$ cat src/rtl/rst_seq_ctrl.sv
// rst_seq_ctrl: holds all domain resets, then releases them in index order, each gated by its ack plus a gap.
// Optional ack timeout with sticky TIMEOUT_ERR and ERR state: define RST_SEQ_TIMEOUT_EN.
module rst_seq_ctrl #(
    parameter int unsigned NUM_DOMAINS    = 3,
    parameter int unsigned HOLD_CYCLES    = 16,
    parameter int unsigned GAP_CYCLES     = 8,
    parameter int unsigned CNT_W          = 8,
    parameter int unsigned TIMEOUT_CYCLES = 255,
    localparam int unsigned IDX_W = (NUM_DOMAINS > 1) ? $clog2(NUM_DOMAINS) : 1
) (
    input  logic                   CLK,
    input  logic                   RST,
    input  logic                   SW_RST_REQ,
    input  logic [NUM_DOMAINS-1:0] DOMAIN_ACK,
    output logic [NUM_DOMAINS-1:0] DOMAIN_RST_N,
    output logic [IDX_W-1:0]       ACTIVE_IDX,
    output logic                   BUSY,
    output logic                   SEQ_DONE,
    output logic                   TIMEOUT_ERR
);

    if (NUM_DOMAINS < 1 || NUM_DOMAINS > 8 || HOLD_CYCLES < 1 || GAP_CYCLES < 1 ||
        TIMEOUT_CYCLES < 1 || HOLD_CYCLES >= (1 << CNT_W) || GAP_CYCLES >= (1 << CNT_W) ||
        TIMEOUT_CYCLES >= (1 << CNT_W)) begin : g_param_check
        $error("rst_seq_ctrl: parameter out of range");
    end

`ifdef RST_SEQ_TIMEOUT_EN
    typedef enum logic [2:0] {S_HOLD, S_WAIT_ACK, S_GAP, S_DONE, S_ERR} state_t;
`else
    typedef enum logic [2:0] {S_HOLD, S_WAIT_ACK, S_GAP, S_DONE} state_t;
`endif

    state_t                 r_state, w_state;
    logic [CNT_W-1:0]       r_cnt, w_cnt;
    logic [IDX_W-1:0]       r_idx, w_idx;
    logic [NUM_DOMAINS-1:0] r_rst_n, w_rst_n;
    logic                   r_busy, w_busy;
    logic                   r_done, w_done;
`ifdef RST_SEQ_TIMEOUT_EN
    logic [CNT_W-1:0]       r_tcnt, w_tcnt;
    logic                   r_terr, w_terr;
`endif

    always_ff @(posedge CLK or posedge RST) begin
        if (RST) begin
            r_state <= S_HOLD;
            r_cnt   <= '0;
            r_idx   <= '0;
            r_rst_n <= '0;
            r_busy  <= 1'b1;
            r_done  <= 1'b0;
`ifdef RST_SEQ_TIMEOUT_EN
            r_tcnt  <= '0;
            r_terr  <= 1'b0;
`endif
        end else begin
            r_state <= w_state;
            r_cnt   <= w_cnt;
            r_idx   <= w_idx;
            r_rst_n <= w_rst_n;
            r_busy  <= w_busy;
            r_done  <= w_done;
`ifdef RST_SEQ_TIMEOUT_EN
            r_tcnt  <= w_tcnt;
            r_terr  <= w_terr;
`endif
        end
    end

    always_comb begin
        w_state = r_state;
        w_cnt   = r_cnt;
        w_idx   = r_idx;
        w_rst_n = r_rst_n;
        w_busy  = r_busy;
        w_done  = r_done;
`ifdef RST_SEQ_TIMEOUT_EN
        w_tcnt  = r_tcnt;
        w_terr  = r_terr;
`endif
        if (SW_RST_REQ) begin
            w_state = S_HOLD;
            w_cnt   = '0;
            w_idx   = '0;
            w_rst_n = '0;
            w_busy  = 1'b1;
            w_done  = 1'b0;
`ifdef RST_SEQ_TIMEOUT_EN
            w_tcnt  = '0;
            w_terr  = 1'b0;
`endif
        end else begin
            unique case (r_state)
                // Hold compares against HOLD_CYCLES so bit 0 rises on the HOLD_CYCLES-th edge counted from 0.
                S_HOLD: begin
                    if (r_cnt == CNT_W'(HOLD_CYCLES)) begin
                        w_rst_n[0] = 1'b1;
                        w_cnt      = '0;
                        w_state    = S_WAIT_ACK;
`ifdef RST_SEQ_TIMEOUT_EN
                        w_tcnt     = '0;
`endif
                    end else begin
                        w_cnt = r_cnt + 1'b1;
                    end
                end
                S_WAIT_ACK: begin
                    if (DOMAIN_ACK[r_idx]) begin
                        if (r_idx == IDX_W'(NUM_DOMAINS - 1)) begin
                            w_state = S_DONE;
                            w_busy  = 1'b0;
                            w_done  = 1'b1;
                        end else begin
                            w_cnt   = '0;
                            w_state = S_GAP;
                        end
                    end
`ifdef RST_SEQ_TIMEOUT_EN
                    else if (r_tcnt == CNT_W'(TIMEOUT_CYCLES - 1)) begin
                        w_state = S_ERR;
                        w_terr  = 1'b1;
                        w_busy  = 1'b0;
                    end else begin
                        w_tcnt = r_tcnt + 1'b1;
                    end
`endif
                end
                S_GAP: begin
                    if (r_cnt == CNT_W'(GAP_CYCLES - 1)) begin
                        w_idx   = r_idx + 1'b1;
                        w_cnt   = '0;
                        w_state = S_WAIT_ACK;
`ifdef RST_SEQ_TIMEOUT_EN
                        w_tcnt  = '0;
`endif
                        for (int unsigned i = 0; i < NUM_DOMAINS; i++) begin
                            if (IDX_W'(i) == w_idx) w_rst_n[i] = 1'b1;
                        end
                    end else begin
                        w_cnt = r_cnt + 1'b1;
                    end
                end
                default: begin
                end
            endcase
        end
    end

    assign DOMAIN_RST_N = r_rst_n;
    assign ACTIVE_IDX   = r_idx;
    assign BUSY         = r_busy;
    assign SEQ_DONE     = r_done;
`ifdef RST_SEQ_TIMEOUT_EN
    assign TIMEOUT_ERR  = r_terr;
`else
    assign TIMEOUT_ERR  = 1'b0;
`endif

endmodule
$ cat config.mk
export PLATFORM = sky130hd
export DESIGN_NAME = rst_seq_ctrl
export DESIGN_NICKNAME = d
export VERILOG_FILES = /design/src/rtl/rst_seq_ctrl.sv
export SDC_FILE = /design/constraint.sdc
export NUM_CORES = 1
export LEC_CHECK = 0
export BUFFER_PORTS_ARGS = -buffer_cell sky130_fd_sc_hd__buf_2
export CAP_MARGIN = 15
export CORE_MARGIN = 2
export CORE_UTILIZATION = 50
export DETAILED_ROUTE_END_ITERATION = 10
export PLACE_DENSITY_LB_ADDON = 0.3
export SLEW_MARGIN = 20
export SYNTH_ARGS = -nofsm -noshare
export SYNTH_HDL_FRONTEND = slang
export SYNTH_SLANG_ARGS = --single-unit
$ cat constraint.sdc
create_clock -name CLK -period 2 [get_ports CLK]
set_input_delay 0.1 -clock CLK [delete_from_list [all_inputs] [get_ports CLK]]
set_output_delay 0.1 -clock CLK [all_outputs]
set_load 0.05 [all_outputs]
==> results of run 1 <==
## cell type report
type,count,area share [%]
multi-input cells,86,50.4
repair buffers,17,7.89
inverters,10,2.96
clock buffers,3,1.78
well taps,27,2.66
flip-flops and latches,17,33.7
clock inverters,1,0.592
## cells by family after synthesis
logic type / synth area share, %
AO/OA/AOI/OAI: 23.0
XOR/XNOR: 0.802
adder cells (fa/ha/maj): 10.3
buffers and inverters: 5.27
flip-flops: 39.1
multiplexers: 1.95
other: 0.343
AND/OR/NAND/NOR: 19.2
## per-layer routing
metal | wire, um | GRT usage, % | vias up
li1 | - | - | 446
met5 | 0 | 0 | -
met3 | 96 | 6.25 | 4
met4 | 40 | 4.05 | 0
met2 | 1080 | 32.2 | 19
met1 | 1030 | 23.0 | 410
## where the power goes
group          switching (mW)  internal (mW)  leakage [nW]
combinational          0.0315         0.0205         0.369
sequential            0.00625          0.348         0.230
clock                   0.121         0.0764        0.0139
total                   0.158          0.445         0.612
## worst register-to-register path, stage by stage (launching register included)
cell and delay [ps]:
dfrtp_1 400, or4_4 590, o21ai_1 330, a211oi_4 140, nor2b_4 170, mux2_2 270
## sequential cells by signal (all words and copies together) (netlist names)
signal	flops
r_cnt	8
DOMAIN_RST_N	3
ACTIVE_IDX	2
r_state	2
BUSY	1
SEQ_DONE	1
## layout by cell type (no fill, tap or decap), types with 2 or more instances in the layout
| master | count |
|---|---|
| dfrtp_1 | 15 |
| nand2b_1 | 3 |
| ha_1 | 7 |
| buf_4 | 4 |
| nor3_1 | 2 |
| a22o_1 | 5 |
| a31oi_1 | 2 |
| a21o_1 | 7 |
| a21oi_1 | 7 |
| nand3b_1 | 3 |
| o21ai_0 | 3 |
| nor2_1 | 10 |
| nand3_1 | 6 |
| nand2_1 | 6 |
| nor2b_1 | 2 |
| buf_2 | 12 |
| ha_2 | 2 |
| inv_1 | 10 |
| clkbuf_4 | 3 |
## stage by stage
stage                     total power, mW  setup slack, ps  instances
after floorplan                     0.396              131        117
after global placement              0.408              103        156
after detailed placement            0.411             55.7        156
after CTS                           0.611             32.8        161
after global routing                0.633            -71.5        161
final                               0.604             10.2        161
## final timing paths
| kind | cells after the start | to | startpoint |
|---|---|---|---|
| setup reg to reg | 5 | r_cnt[0]$_DFFE_PP0P_ | r_cnt[3]$_DFFE_PP0P_ |
| max in group asynchronous | 3 | ACTIVE_IDX[0]$_DFFE_PP0P_ | RST |
| min in group asynchronous | 3 | r_cnt[5]$_DFFE_PP0P_ | RST |
| hold reg to reg | 2 | DOMAIN_RST_N[1]$_DFFE_PP0P_ | DOMAIN_RST_N[1]$_DFFE_PP0P_ |
| setup / recovery | 5 | r_cnt[0]$_DFFE_PP0P_ | r_cnt[3]$_DFFE_PP0P_ |
| hold / removal | 2 | ACTIVE_IDX[0]$_DFFE_PP0P_ | SW_RST_REQ |
## what timing repair did
item | 4_1_cts | 5_1_grt
hold buffers | 1 | 0
gates resized for setup | 0 | 7
endpoints found under the hold margin | 16 | 0
setup endpoints to repair | 0 | 9
==> flow_summary.toml, run 1 <==
[synth]
yosysSeqAreaShare_pct = 39.1
synth_top_area_share_pct = 36.7
async_flop_share_pct = 100
ys_ff_latch = 17
yosysMostFrequentCell = "dfrtp_1"
synth_commonest_cells = "dfrtp_1 (16), inv_1 (10), nor2_1 (10), ha_1 (9)"
synth_largest_area_cell = "dfrtp_1"
synthFlopType = "dfrtp_1"
synth_cells = 117
syn_area_um2 = 1090
yosys.cell_types.count = 38
synth_enable_flop_cells = 0
synth_warnings = 0
avgSynthCellArea_um2 = 9.34
syn_nets = 132
netlist_top_cells_area = "dfrtp_1 (37%), ha_1 (10%), a21o_1 (4.8%), a22o_1 (4.0%), inv_1 (3.4%)"

[place]
port_buffers = 12
postPlaceCellArea_um2 = 1200
dp_hpwl_mm = 1.55
finalWeightedCongestion = 0.840

[timing]
post-route-period-util_pct = 99.5
setup-tns-final_ps = 0
timing.fmax_mhz = 503
finalCriticalPeriod_ps = 1990
finalHoldViolations = 0
skew_ps = 6.33
worst_pin_slew_ps = 665
fin_hold_ws_ps = 154
slew_violations = 0
maxSlewHeadroom_pct = 55.6
finalSetupViolations = 0

[power_and_ir_drop]
p_leak_nw = 0.612
ir_drop_mv = 0.493
p_per_area_nw_per_um2 = 476

[flow_run]
maxCapViolCount = 0

[floorplanning]
die_x_um = 50.7
dieArea_um2 = 2570
die_y_um = 50.7
core_area_um2 = 2000
row_count = 16
boundaryPins = 14
initial_core_util_pct = 54.6

[drt]
drc = 0
postRouteAntennaNets = 0
drt_wl_total_mm = 2.25
drt-pass1-iter-count = 4
vias = 879
wl_per_cell_um = 14.0
drt_iter0_drc = 20
avgViaCountPerCell = 5.46

[grt]
grt_max_degree = 18
grtUsageTotal_pct = 18.8
grt_pass1_vias = 850
grt_overflow = 0
antenna_found_initial = 0
grt_pass1_wl_mm = 3.63

[clock_network]
cts.htree.levels = 1
clk_pin_slew_worst_paths_ps = 110
worstSkewPairLatency_ps = 300
cts.path.max_buffers = 2
post_cts_buffers = 0
cts_root_buffer = "clkbuf_4"
cts_sinks = 17
cts_tree = "yes"
cts_made_buffers = 3

[setup_path]
timing_worst_setup_path_type = "register to register"
r2r_slack_ps = 10
cp_cell_sequence = "or4_4 > o21ai_1 > a211oi_4 > nor2b_4 > mux2_2"
startpoint_type = "register"
worst-path-max-fanout = 6
crit_family = "simple AND/OR/NAND/NOR gates"
critPathCaptureType = "register"
required_ps = 2200
critical_path.slowest_cell = "or4_4"
crit_arrival_ps = 2190
max_stage_delay_ps = 590
crit_buf_inv = 0

[cells_and_area]
nets = 150
seq_area_um2 = 428
layout-drive-gt1-share_pct = 26.1
fill_cells = 169
antenna_cells = 0
utilization_pct = 63.4
multi_input_area_um2 = 639
design_area_um2 = 1270
syn_to_final_growth_pct = 16.2

[hold_path]
hold_path_class = "input port to register"

[outcome]
status = "finished clean"
Note: power is estimated with default switching activity, not from simulation.
==> run 2, diff against run 1 <==
--- a/config.mk
+++ b/config.mk
@@ -5,10 +5,11 @@
 export SDC_FILE = /design/constraint.sdc
 export NUM_CORES = 1
 export LEC_CHECK = 0
+export ABC_AREA = 1
 export BUFFER_PORTS_ARGS = -buffer_cell sky130_fd_sc_hd__buf_2
 export CAP_MARGIN = 15
 export CORE_MARGIN = 2
-export CORE_UTILIZATION = 50
+export CORE_UTILIZATION = 51
 export DETAILED_ROUTE_END_ITERATION = 10
 export PLACE_DENSITY_LB_ADDON = 0.3
 export SLEW_MARGIN = 20
==> run 2 against run 1 <==
Effect of this change: highest routed layer unchanged; first-iteration DRC count decreased by 5.0%; clock-buffer cell count unchanged; largest power group is now combinational cells; non-clock buffer count decreased by 4; sequential power increased by 23%; global-route usage increased by 3.2 points; routed wire length increased by 12%.
==> flow_summary.toml, run 2 <==
[drt]
drc = 0
postRouteAntennaNets = 0
drt_wl_total_mm = 2.52
wl_per_cell_um = 11.6
met2_length_mm = 1.17
routed-wl-met3_um = 82
drt-pass1-iter-count = 4
avgViaCountPerCell = 5.19
top_layer = "met4"
drt-met1-wl_mm = 1.18
vias = 1126
drt_iter0_drc = 19

[cells_and_area]
utilization_pct = 60.0
design_area_um2 = 1340
fill_cells = 212
largest_reg_flops = 8
syn_to_final_growth_pct = 9.62
nets = 205
final_cell_mix = "nand2_1 (47), inv_1 (22), nor2_1 (19), nand3_1 (18), dfrtp_1 (16)"
antenna_cells = 0
top_register = "r_cnt"
final_common_cell = "nand2_1"
layout-drive-gt1-share_pct = 20.1
seq_area_um2 = 427
multi_input_area_um2 = 666

[grt]
grtUsageTotal_pct = 22.1
grt_pass1_vias = 1032
grt_pass1_wl_mm = 4.42
antenna_found_initial = 0
grt_max_degree = 18
grt_overflow = 0

[timing]
finalCriticalPeriod_ps = 1620
post-route-period-util_pct = 81.2
maxSlewHeadroom_pct = 57.2
setup-tns-final_ps = 0
finalHoldViolations = 0
worst_pin_slew_ps = 642
finalSetupViolations = 0
rsz0062_at_grt = "false"
skew_ps = 3.42
timing.fmax_mhz = 616
slew_violations = 0
fin_ws_ps = 375

[clock_network]
cts_resized = 0
cts_made_buffers = 3
cts.path.max_buffers = 2
worstSkewPairLatency_ps = 300
cts_root_buffer = "clkbuf_4"
post_cts_buffers = 0
holdBufCountCts = 1
cts_sinks = 17
cts.htree.levels = 1
clk_pin_slew_worst_paths_ps = 110
cts_tree = "yes"

[floorplanning]
die_x_um = 53.0
initial_core_util_pct = 54.7
core_area_um2 = 2230
die_y_um = 53.0
dieArea_um2 = 2800
boundaryPins = 14
row_count = 17

[setup_path]
timing_worst_setup_path_type = "register to register"
r2r_cells = 9
crit_arrival_ps = 1830
worst-path-max-fanout = 8
required_ps = 2200
critPathCaptureType = "register"
startpoint_type = "register"

[synth]
synth_commonest_cells = "nand2_1 (47), inv_1 (22), nor2_1 (19), nand3_1 (18), dfrtp_1 (16)"
yosysSeqAreaShare_pct = 34.9
synth_enable_flop_cells = 0
synth_warnings = 0
synth_top_family_by_area = "simple AND/OR/NAND/NOR gates"
synthSimpleGateAreaFrac_pct = 37.7
async_flop_share_pct = 100
muxShareOfSynthArea_pct = 0
netlist_top_cells_area = "dfrtp_1 (33%), nand2_1 (14%), ha_1 (9.2%), nand3_1 (7.4%), inv_1 (6.8%)"
ys_ff_latch = 17
synth_largest_area_cell = "dfrtp_1"
syn_area_um2 = 1220
yosys.cell_types.count = 23
syn_nets = 189
yosysMostFrequentCell = "nand2_1"
synth_adder_area_share_pct = 9.21
synth_xor_xnor_area_share_pct = 0.716
synthFlopType = "dfrtp_1"
synth_cells = 174
synth_top_area_share_pct = 32.8
avgSynthCellArea_um2 = 7.03
synth_compound_area_share_pct = 6.55

[hold_path]
hold_depth = 2
hold_path_class = "input port to register"

[flow_run]
maxCapViolCount = 0

[power_and_ir_drop]
ir_drop_mv = 0.756
finalPower_mw = 1.23
p_per_area_nw_per_um2 = 916
p_leak_nw = 0.705

[outcome]
status = "finished clean"

[place]
dp_worst_setup_slack_ps = 428
postPlaceCellArea_um2 = 1300
dp_hpwl_mm = 1.99
port_buffers = 12
finalWeightedCongestion = 0.889
[run 2: changes by cell type in the layout (fill, tap and decap cells not counted), moves of 3 or more]
| cell | delta |
|---|---|
| buf_4 | -4 |
| nand2_2 | +3 |
| nand2_1 | +41 |
| a22o_1 | -5 |
| a21o_1 | -7 |
| nor2_1 | +9 |
| inv_1 | +12 |
| nand2b_1 | -3 |
| nand3_1 | +12 |
| inv_2 | +7 |
| nand3b_1 | -3 |
| nor2_2 | +4 |
[run 2: cell families after synthesis]
logic type / after synthesis
other: 1
DFF: 17
adders and majority gates: 9
and+or+nand+nor: 98
xor gates and xnor gates: 1
buffers and inverters: 32
AOI/OAI and AO/OA: 16
[run 2: final timing paths]
| check | from | to | slack, ps |
|---|---|---|---|
| max reg2reg | r_state[0]$_DFFE_PP0P_ | r_cnt[3]$_DFFE_PP0P_ | 380 |
| min | SW_RST_REQ | DOMAIN_RST_N[0]$_DFFE_PP0P_ | 110 |
| min reg2reg | BUSY$_DFFE_PP1P_ | BUSY$_DFFE_PP1P_ | 490 |
| min in group asynchronous | RST | r_cnt[3]$_DFFE_PP0P_ | 410 |
| max | r_state[0]$_DFFE_PP0P_ | r_cnt[3]$_DFFE_PP0P_ | 380 |
| max in group asynchronous | RST | ACTIVE_IDX[1]$_DFFE_PP0P_ | 1170 |
[run 2: through the flow]
step | cells | hold WS [ps]
3_3_place_gp | 212 | 214
4_1_cts | 217 | 107
2_1_floorplan | 174 | 25.3
5_1_grt | 217 | 130
6_report | 217 | 110
3_5_place_dp | 212 | 233
[run 2: metal layers]
layer / GRT usage (%) / vias to the layer above
li1: - / 572
met1: 26.8 / 520
met2: 35.0 / 25
met3: 3.39 / 9
met4: 16.2 / 0
met5: 0 / -
[run 2: power by group]
part	internal, mW	switching [mW]	total, mW	leakage (nW)
clock network	0.0748	0.120	0.195	0.0177
registers	0.395	0.0410	0.436	0.229
logic	0.177	0.419	0.597	0.458
[run 2: area by class of cell]
cell class	instances	area share (%)
Clock buffer	3	1.68
Clock inverter	1	0.373
Inverter	30	8.59
Multi-Input combinational cell	125	49.7
Sequential cell	17	31.8
Tap cell	28	2.61
Timing Repair Buffer	13	5.23
[run 2: worst max-delay path, cell delays in order, from the launching register on]
cell and delay (ps):
dfrtp_1 390, inv_1 70, ha_1 350, inv_1 100, nand2_1 90, nand2_1 70
inv_2 120, nand2_4 100, nor2_2 160, nor2_1 70
==> run 3, diff against run 2 <==
--- a/config.mk
+++ b/config.mk
@@ -9,7 +9,7 @@
 export BUFFER_PORTS_ARGS = -buffer_cell sky130_fd_sc_hd__buf_2
 export CAP_MARGIN = 15
 export CORE_MARGIN = 2
-export CORE_UTILIZATION = 51
+export CORE_UTILIZATION = 57
 export DETAILED_ROUTE_END_ITERATION = 10
 export PLACE_DENSITY_LB_ADDON = 0.3
 export SLEW_MARGIN = 20
==> constraint.sdc (replaced) <==
create_clock -name CLK -period 1.5 [get_ports CLK]
set_input_delay 0.075 -clock CLK [delete_from_list [all_inputs] [get_ports CLK]]
set_output_delay 0.075 -clock CLK [all_outputs]
set_load 0.05 [all_outputs]
==> run 3 against run 2 <==
Effect of this change: clock-buffer cell count increased by 1; clock skew decreased by 0.68 ps; routed wire length increased by 15%; cell area increased by 12%; sequential power increased by 38%.
==> flow_summary.toml, run 3 (same netlist as run 2, synthesis figures left out) <==
[hold_path]
hold_path_class = "input port to register"
min_from = "SW_RST_REQ"

[place]
placed_cells = 216
dp_hpwl_mm = 1.94
port_buffers = 12
postPlaceCellArea_um2 = 1340
finalWeightedCongestion = 0.907

[timing]
setup-tns-final_ps = 0
post-route-period-util_pct = 99.3
finalCriticalPeriod_ps = 1490
timing.fmax_mhz = 671
finalSetupViolations = 0
slew_violations = 0
fin_hold_ws_ps = 96.4
maxSlewHeadroom_pct = 55.2
skew_ps = 2.74
finalHoldViolations = 0
worst_pin_slew_ps = 672

[power_and_ir_drop]
p_leak_nw = 0.751
switchingPower_uw = 973
seq_power_share_pct = 28.7
p_per_area_nw_per_um2 = 1400
p_int_mw = 1.13
p_sw_share_pct = 46.3
ir_drop_mv = 1.29
clkPwrFrac_pct = 12.3
combPwrFrac_pct = 59.0

[setup_path]
cp-startpoint = "r_state[1]$_DFFE_PP0P_"
timing_worst_setup_path_type = "register to register"
crit_arrival_ps = 1690
startpoint_type = "register"
crit_family = "simple AND/OR/NAND/NOR gates"
critPathCaptureType = "register"
cpMostUsedCell = "nand2_1"
worst-path-max-fanout = 5
max_stage_delay_ps = 410
crit_buf_inv = 4
required_ps = 1700
critical_path.slowest_cell = "dfrtp_1"
reg2reg_from = "r_state[1]$_DFFE_PP0P_"
cp_cell_sequence = "inv_2 > ha_2 > inv_1 > nor2_2 > nand2_1 > nand2_2 > inv_4 > buf_6 > nand3_2 > nand2_1 > nand2_1 > nor2_1"

[cells_and_area]
syn_to_final_growth_pct = 23.0
final_common_cell = "nand2_1"
layout-drive-gt1-share_pct = 33.7
nets = 215
largest_reg_flops = 8
design_area_um2 = 1500
antenna_cells = 0
fill_cells = 151
top_register = "r_cnt"
final-instance-count-excl-fill = 226
final_cell_mix = "nand2_1 (44), nand3_1 (17), inv_1 (17), nor2_1 (17)"

[drt]
avgViaCountPerCell = 5.33
wl_per_cell_um = 12.8
drt_iter0_drc = 55
vias = 1205
postRouteAntennaNets = 0
drt_wl_total_mm = 2.89
drc = 0
drt-pass1-iter-count = 4

[clock_network]
cts_root_buffer = "clkbuf_4"
cts_sinks = 17
worstSkewPairLatency_ps = 300
cts_made_buffers = 3
cts_tree = "yes"
cts.htree.levels = 1
cts.path.max_buffers = 2
clk_pin_slew_worst_paths_ps = 100

[floorplanning]
die_y_um = 50.3
boundaryPins = 14
initial_core_util_pct = 61.1
core_area_um2 = 2000
row_count = 16
dieArea_um2 = 2530
die_x_um = 50.3

[outcome]
status = "finished clean"

[grt]
met3_usage_pct = 4.17
grt_pass1_vias = 1011
grt.met1_usage_pct = 29.1
use_met2_pct = 37.9
grtUsageTotal_pct = 22.7
grt_overflow = 0
antenna_found_initial = 0
grt.busiest_layer = "met2"
grt_max_degree = 18
grt_pass1_wl_mm = 4.33

[flow_run]
maxCapViolCount = 0
## run 3: worst register-to-register path, delay by kind of cell, from the launching register on
family,cells,cell delay (ps)
AND/OR/NAND/NOR,7,480
flip-flops,1,410
buffers and inverters,4,330
adder cells (fa/ha/maj),1,180
## run 3: path summary, 6_finish.rpt
| kind | cells past startpoint | end | slack (ps) |
|---|---|---|---|
| max reg2reg | 12 | r_cnt[4]$_DFFE_PP0P_ | 10 |
| min reg2reg | 2 | BUSY$_DFFE_PP1P_ | 500 |
| min | 2 | DOMAIN_RST_N[2]$_DFFE_PP0P_ | 100 |
| max in group asynchronous | 3 | r_cnt[0]$_DFFE_PP0P_ | 630 |
| min in group asynchronous | 3 | DOMAIN_RST_N[2]$_DFFE_PP0P_ | 400 |
| max | 12 | r_cnt[4]$_DFFE_PP0P_ | 10 |
## run 3: repair_timing
item,in CTS,in global routing
endpoints found under the setup margin,7,14
pin swaps,0,6
buffers inserted,0,5
hold buffers,1,0
gates resized for setup,3,25
hold endpoints to repair,16,0
## run 3: power groups by stage
stage,logic [mW],registers [mW],clock network (mW)
after floorplan,0.573,0.639,0
after global placement,0.817,0.588,0
after detailed placement,0.857,0.590,0
after CTS,0.907,0.583,0.259
after global routing,1.35,0.614,0.277
final,1.24,0.603,0.260
## run 3: layout make-up
cell class / count / area [um2] / share of cell area [%]
timing repair buffer: 23 / 153 / 10.1
sequential: 17 / 432 / 28.7
tap: 27 / 33.8 / 2.25
inverter: 30 / 123 / 8.15
multi-input combinational: 125 / 737 / 49.0
clock buffer: 4 / 26.3 / 1.75
## run 3: per-stage QoR
| step | power (mW) | setup slack (ps) | utilization (%) |
|---|---|---|---|
| 4_1_cts | 1.75 | 7.08 | 69.4 |
| 6_report | 2.10 | 10.3 | 75.1 |
| 3_3_place_gp | 1.40 | 63.8 | 67.0 |
| 3_5_place_dp | 1.45 | -17.1 | 67.0 |
| 5_1_grt | 2.24 | -71.9 | 75.1 |
| 2_1_floorplan | 1.21 | 56.8 | - |
## run 3: metal layers
layer / vias up / wire, um / share of wire, %
met5: - / 0 / 0
met4: 0 / 44 / 1.5
met3: 5 / 123 / 4.3
met2: 38 / 1450 / 50
met1: 574 / 1270 / 44
li1: 588 / - / -
